### src/rtl/score_bcd_ctrl.sv
// score_bcd_ctrl: snake-game score keeper feeding the 7-segment display stage.
// Counts food-eaten events as a 2-digit packed BCD score, tracks the high
// score, and flags/blinks a new record after a game ends.
//
// Ports:
//   sys_clk       in   system clock, rising edge
//   sys_rst       in   asynchronous active-high reset
//   eat_in        in   food eaten (level); each rising edge adds one point
//   game_start    in   one-cycle pulse, start or restart a game
//   game_over     in   one-cycle pulse, snake died
//   game_clear    in   one-cycle pulse, return to idle
//   show_hi       in   1 = present high score on bcd_data
//   bcd_data      out  {tens,ones} of score, or high score when show_hi=1
//   start_signal  out  high while a game is running
//   clear_signal  out  one-cycle pulse after a clear or (re)start
//   new_record    out  last finished game set a new high score
//   blink         out  square wave while new_record, else 0
module score_bcd_ctrl #(
  parameter int unsigned SCORE_MAX     = 99,
  parameter int unsigned BLINK_CNT_MAX = 24_999_999
) (
  input  logic       sys_clk,
  input  logic       sys_rst,
  input  logic       eat_in,
  input  logic       game_start,
  input  logic       game_over,
  input  logic       game_clear,
  input  logic       show_hi,
  output logic [7:0] bcd_data,
  output logic       start_signal,
  output logic       clear_signal,
  output logic       new_record,
  output logic       blink
);

  localparam int unsigned CNT_W =
    (BLINK_CNT_MAX > 0) ? $clog2(BLINK_CNT_MAX + 1) : 1;
  localparam logic [7:0] SCORE_SAT =
    {4'(SCORE_MAX / 10), 4'(SCORE_MAX % 10)};

  typedef enum logic [1:0] {
    IDLE = 2'd0,
    RUN  = 2'd1,
    OVER = 2'd2
  } state_t;

  state_t             state;
  logic [7:0]         score;
  logic [7:0]         hi;
  logic               eat_d;
  logic               eat_rise;
  logic [7:0]         score_inc;
  logic [7:0]         score_next;
  logic [CNT_W-1:0]   blink_cnt;

  assign eat_rise = eat_in & ~eat_d;

  // Saturating BCD increment; digits stay within 0..9.
  always_comb begin
    score_inc = score;
    if (score != SCORE_SAT) begin
      if (score[3:0] == 4'd9) begin
        score_inc = {score[7:4] + 4'd1, 4'd0};
      end else begin
        score_inc = {score[7:4], score[3:0] + 4'd1};
      end
    end
  end

  // Score after this cycle's eat; game_over compares against this value.
  assign score_next = eat_rise ? score_inc : score;

  // Game FSM, score and high-score registers.
  always_ff @(posedge sys_clk or posedge sys_rst) begin
    if (sys_rst) begin
      state        <= IDLE;
      score        <= 8'h00;
      hi           <= 8'h00;
      eat_d        <= 1'b0;
      new_record   <= 1'b0;
      clear_signal <= 1'b0;
    end else begin
      eat_d        <= eat_in;
      clear_signal <= 1'b0;
      if (game_clear) begin
        state        <= IDLE;
        score        <= 8'h00;
        new_record   <= 1'b0;
        clear_signal <= 1'b1;
      end else if (game_start && state != RUN) begin
        state        <= RUN;
        score        <= 8'h00;
        new_record   <= 1'b0;
        clear_signal <= 1'b1;
      end else if (state == RUN) begin
        score <= score_next;
        if (game_over) begin
          state <= OVER;
          // Packed BCD orders like binary; a tie is not a record.
          if (score_next > hi) begin
            hi         <= score_next;
            new_record <= 1'b1;
          end
        end
      end
    end
  end

  // Blink half-period counter, idle and zeroed unless a record is flagged.
  always_ff @(posedge sys_clk or posedge sys_rst) begin
    if (sys_rst) begin
      blink_cnt <= '0;
      blink     <= 1'b0;
    end else if (!new_record) begin
      blink_cnt <= '0;
      blink     <= 1'b0;
    end else if (blink_cnt == CNT_W'(BLINK_CNT_MAX)) begin
      blink_cnt <= '0;
      blink     <= ~blink;
    end else begin
      blink_cnt <= blink_cnt + CNT_W'(1);
    end
  end

  assign bcd_data     = show_hi ? hi : score;
  assign start_signal = (state == RUN);

endmodule

### config.mk
export PLATFORM = sky130hd
export DESIGN_NAME = score_bcd_ctrl
export DESIGN_NICKNAME = d
export VERILOG_FILES = /design/src/rtl/score_bcd_ctrl.sv
export SDC_FILE = /design/constraint.sdc
export NUM_CORES = 1
export LEC_CHECK = 0
export CAP_MARGIN = 10
export CORE_MARGIN = 3
export CORE_UTILIZATION = 56
export CTS_CLUSTER_SIZE = 28
export DETAILED_ROUTE_END_ITERATION = 12
export PLACE_DENSITY = 0.77
export SYNTH_ARGS = -nofsm -noshare
export SYNTH_HDL_FRONTEND = slang
export SYNTH_SLANG_ARGS = --single-unit
export TNS_END_PERCENT = 10
### constraint.sdc
create_clock -name sys_clk -period 4.8 [get_ports sys_clk]
set_input_delay 0.96 -clock sys_clk [delete_from_list [all_inputs] [get_ports sys_clk]]
set_output_delay 0.96 -clock sys_clk [all_outputs]
set_load 0.02 [all_outputs]
==> flow_summary.yaml <==
synthesis:
  ys_ff_latch: 47
  async_flop_share: 1.000
  synth-edff-count: 0
  synth_nets: 278
  synth_top_area_share: 0.4424
  ys_seq_area_frac: 0.4424
  syn-cell-area_mm2: 0.002659
  ys_warn_count: 0
  synth_area_leader_cell: "dfrtp_1"
  synth_cell_type_count: 47
  avgSynthCellArea_um2: 10.31
  ys.flop_type: "dfrtp_1"
  synth_area_leaders: "dfrtp_1, xor2_1, ha_1, mux2_2, nor2_1"
  synth_cells: 258
routing:
  vias: 1875
  first_pass_iters: 4
  post-route-drc-count: 0
  routedWlPerCell_um: 14.96
  drtIter0Drc: 110
  avgViaCountPerCell: 5.716
  wl_um: 4908
  drtAntennaViolNets: 0
worst_hold_path:
  hold_path_end: "blink_cnt[0]"
  hold_class: "reg -> reg"
  whs_path_depth: 1
  min_from: "blink_cnt[0]"
final_layout:
  nNetsFinal: 295
  final_common_cell: "dfrtp_1"
  num-fill-cells: 336
  final_area_mm2: 0.002950
  stdcell_count: 328
  drive_above_1_share: 0.1268
  area_growth_pct: 10.96
  final_cell_mix: "dfrtp_1, nor2_1, xor2_1, clkdlybuf4s50_1, inv_1"
  diodes: 0
placed_design:
  gp_congestion: 0.8390
  dp_hpwl_um: 3389
  place_inst: 320
  place_area_mm2: 0.002846
  portBuffers: 18
floorplan:
  die_area_mm2: 0.005611
  die_h_um: 74.91
  die_w_um: 74.91
  ios: 19
  start_util: 0.5942
  core_area_mm2: 0.004474
  rows: 24
timing:
  worst_pin_slew_ps: 958.5
  hold_violations: 0
  holdWs_ps: 497.4
  fmax_mhz: 272.5
  slew_viol_final: 0
  slew_headroom: 0.3601
  rsz0062_at_grt: "no"
  setup_viol: 0
  clock_skew_ps: 10.43
  finalCritPeriodShare: 0.7645
  period_minus_slack_ps: 3669
  fin_tns_setup_ps: 0
clock_tree:
  cts_htree_levels: 2
  cts_root_buf: "clkbuf_8"
  cts_buffers: 5
  clk_latency_ps: 300
  postCtsHoldBufs: 0
  post_cts_buffers: 0
  clock-sinks: 47
  cts_tree: "built"
  cts_buffer_depth: 2
  clkTransAtPathRegs_ps: 80
  postCtsResizedCells: 0
worst_setup_path:
  r2r-start: "score[1]"
  cp_data_arrival_time_ps: 3850
  r2r_slack_ps: 1640
  critical_path_class: "in -> reg"
  r2r_cells: 11
  cp_max_fo: 9
  reg2reg_to: "hi[6]"
  crit_path_start_kind: "input pin"
  cp-end-kind: "register"
  required_ps: 4980
grt:
  grt_max_degree: 48
  antenna_found_initial: 0
  grt_pass1_vias: 1903
  overflow: 0
  grt_pass1_wl_um: 8645
  grt_usage: 0.1997
run_status:
  status: "finished, final reports clean"
power_and_ir_drop:
  internal_power_uw: 567.0
  combPwrFrac: 0.107
  power_density_mw_per_mm2: 256.4
  power_switching_uw: 189.6
  cellLeakagePower_uw: 0.001308
  clkPwrFrac: 0.349
  sw_frac_of_total: 0.2506
  seqPwrFrac: 0.544
  total_power_uw: 756.6
  ir_worst_vdd_mv: 0.2429
flow_run:
  max_cap_viol_count: 0
[worst max path at each step]
stage                     startpoint    end  slack, ps  depth (start not counted)
after floorplan               eat_in  hi[1]       1710                         10
final                         eat_in  hi[6]       1130                         10
after global routing          eat_in  hi[6]        930                         10
after CTS                     eat_in  hi[6]       1160                         10
after detailed placement      eat_in  hi[7]        890                         10
after global placement        eat_in  hi[1]        970                         10
[per-layer routing]
metal | GRT usage | vias to the layer above | routed length, µm
met5 | 0 | - | 0
met4 | 0.07115 | 0 | 63
met3 | 0.03605 | 6 | 188
met2 | 0.3114 | 33 | 2195
met1 | 0.2803 | 903 | 2461
li1 | - | 933 | -
[cell usage after synthesis, types with 2 or more instances]
cell,count
and2_1,2
o21ai_0,7
xnor2_1,8
buf_6,2
nand2b_1,3
xor2_1,19
nor4_4,2
nand4_1,9
nand2_1,14
nand3_1,9
inv_1,16
a21oi_1,9
dfrtp_1,47
nor4b_1,4
a21o_1,4
and3_1,2
nor3b_1,2
clkbuf_1,4
nor2_1,33
o2bb2ai_1,2
and4_1,5
ha_1,13
mux2_2,14
mux2i_1,2
nor2b_1,3
nor2_2,2
[area by class of cell]
type                       instances  area (µm²)  area share
inverter                          16       60.06     0.02036
tap                               52       65.06     0.02205
sequential                        47        1176      0.3986
multi-input combinational        187        1365      0.4627
timing repair buffer              18       180.2     0.06107
clock inverter                     1       7.507    0.002545
clock buffer                       7       96.34     0.03265
[registers in the layout (all words and copies together), names as in the netlist]
register,flops
blink_cnt,25
blink,1
new_record,1
score,8
clear_signal,1
state,2
hi,8
eat_d,1
[kinds of logic (layout without fill, tap and decap cells)]
| kind of cell | after synthesis | in the layout | share of synthesized area |
|---|---|---|---|
| and+or+nand+nor | 102 | 102 | 0.2259 |
| DFF | 47 | 47 | 0.4424 |
| AOI/OAI and AO/OA | 29 | 29 | 0.07059 |
| xor gates and xnor gates | 27 | 27 | 0.08894 |
| buffers and inverters | 24 | 42 | 0.04423 |
| muxes | 16 | 16 | 0.06682 |
| adders and majority gates | 13 | 13 | 0.06118 |
[power by group through the flow]
| stage | Clock [µW] | Sequential [µW] | Combinational (µW) |
|---|---|---|---|
| after CTS | 272 | 411 | 81.6 |
| final | 264 | 411 | 80.8 |
| after detailed placement | 0 | 419 | 80.9 |
| after global placement | 0 | 419 | 79.3 |
| after floorplan | 0 | 418 | 56.7 |
| after global routing | 284 | 413 | 91.7 |
[critical path, cell delays in order]
cell             delay (ps)
clkdlybuf4s50_1         490
and2b_1                 220
o21ai_0                 130
o311ai_0                290
o21ai_0                 260
ha_1                    370
a21oi_1                 170
a21oi_1                 100
o21ai_2                 460
mux2_2                  390
[metrics by stage]
| step | util | worst slack (ps) |
|---|---|---|
| after global placement | 0.6362 | 969.8 |
| after detailed placement | 0.6362 | 890.8 |
| after global routing | 0.6594 | 931.7 |
| after floorplan | - | 1708 |
| final | 0.6594 | 1131 |
| after CTS | 0.6594 | 1161 |
Power figures use the tool's default switching activity.
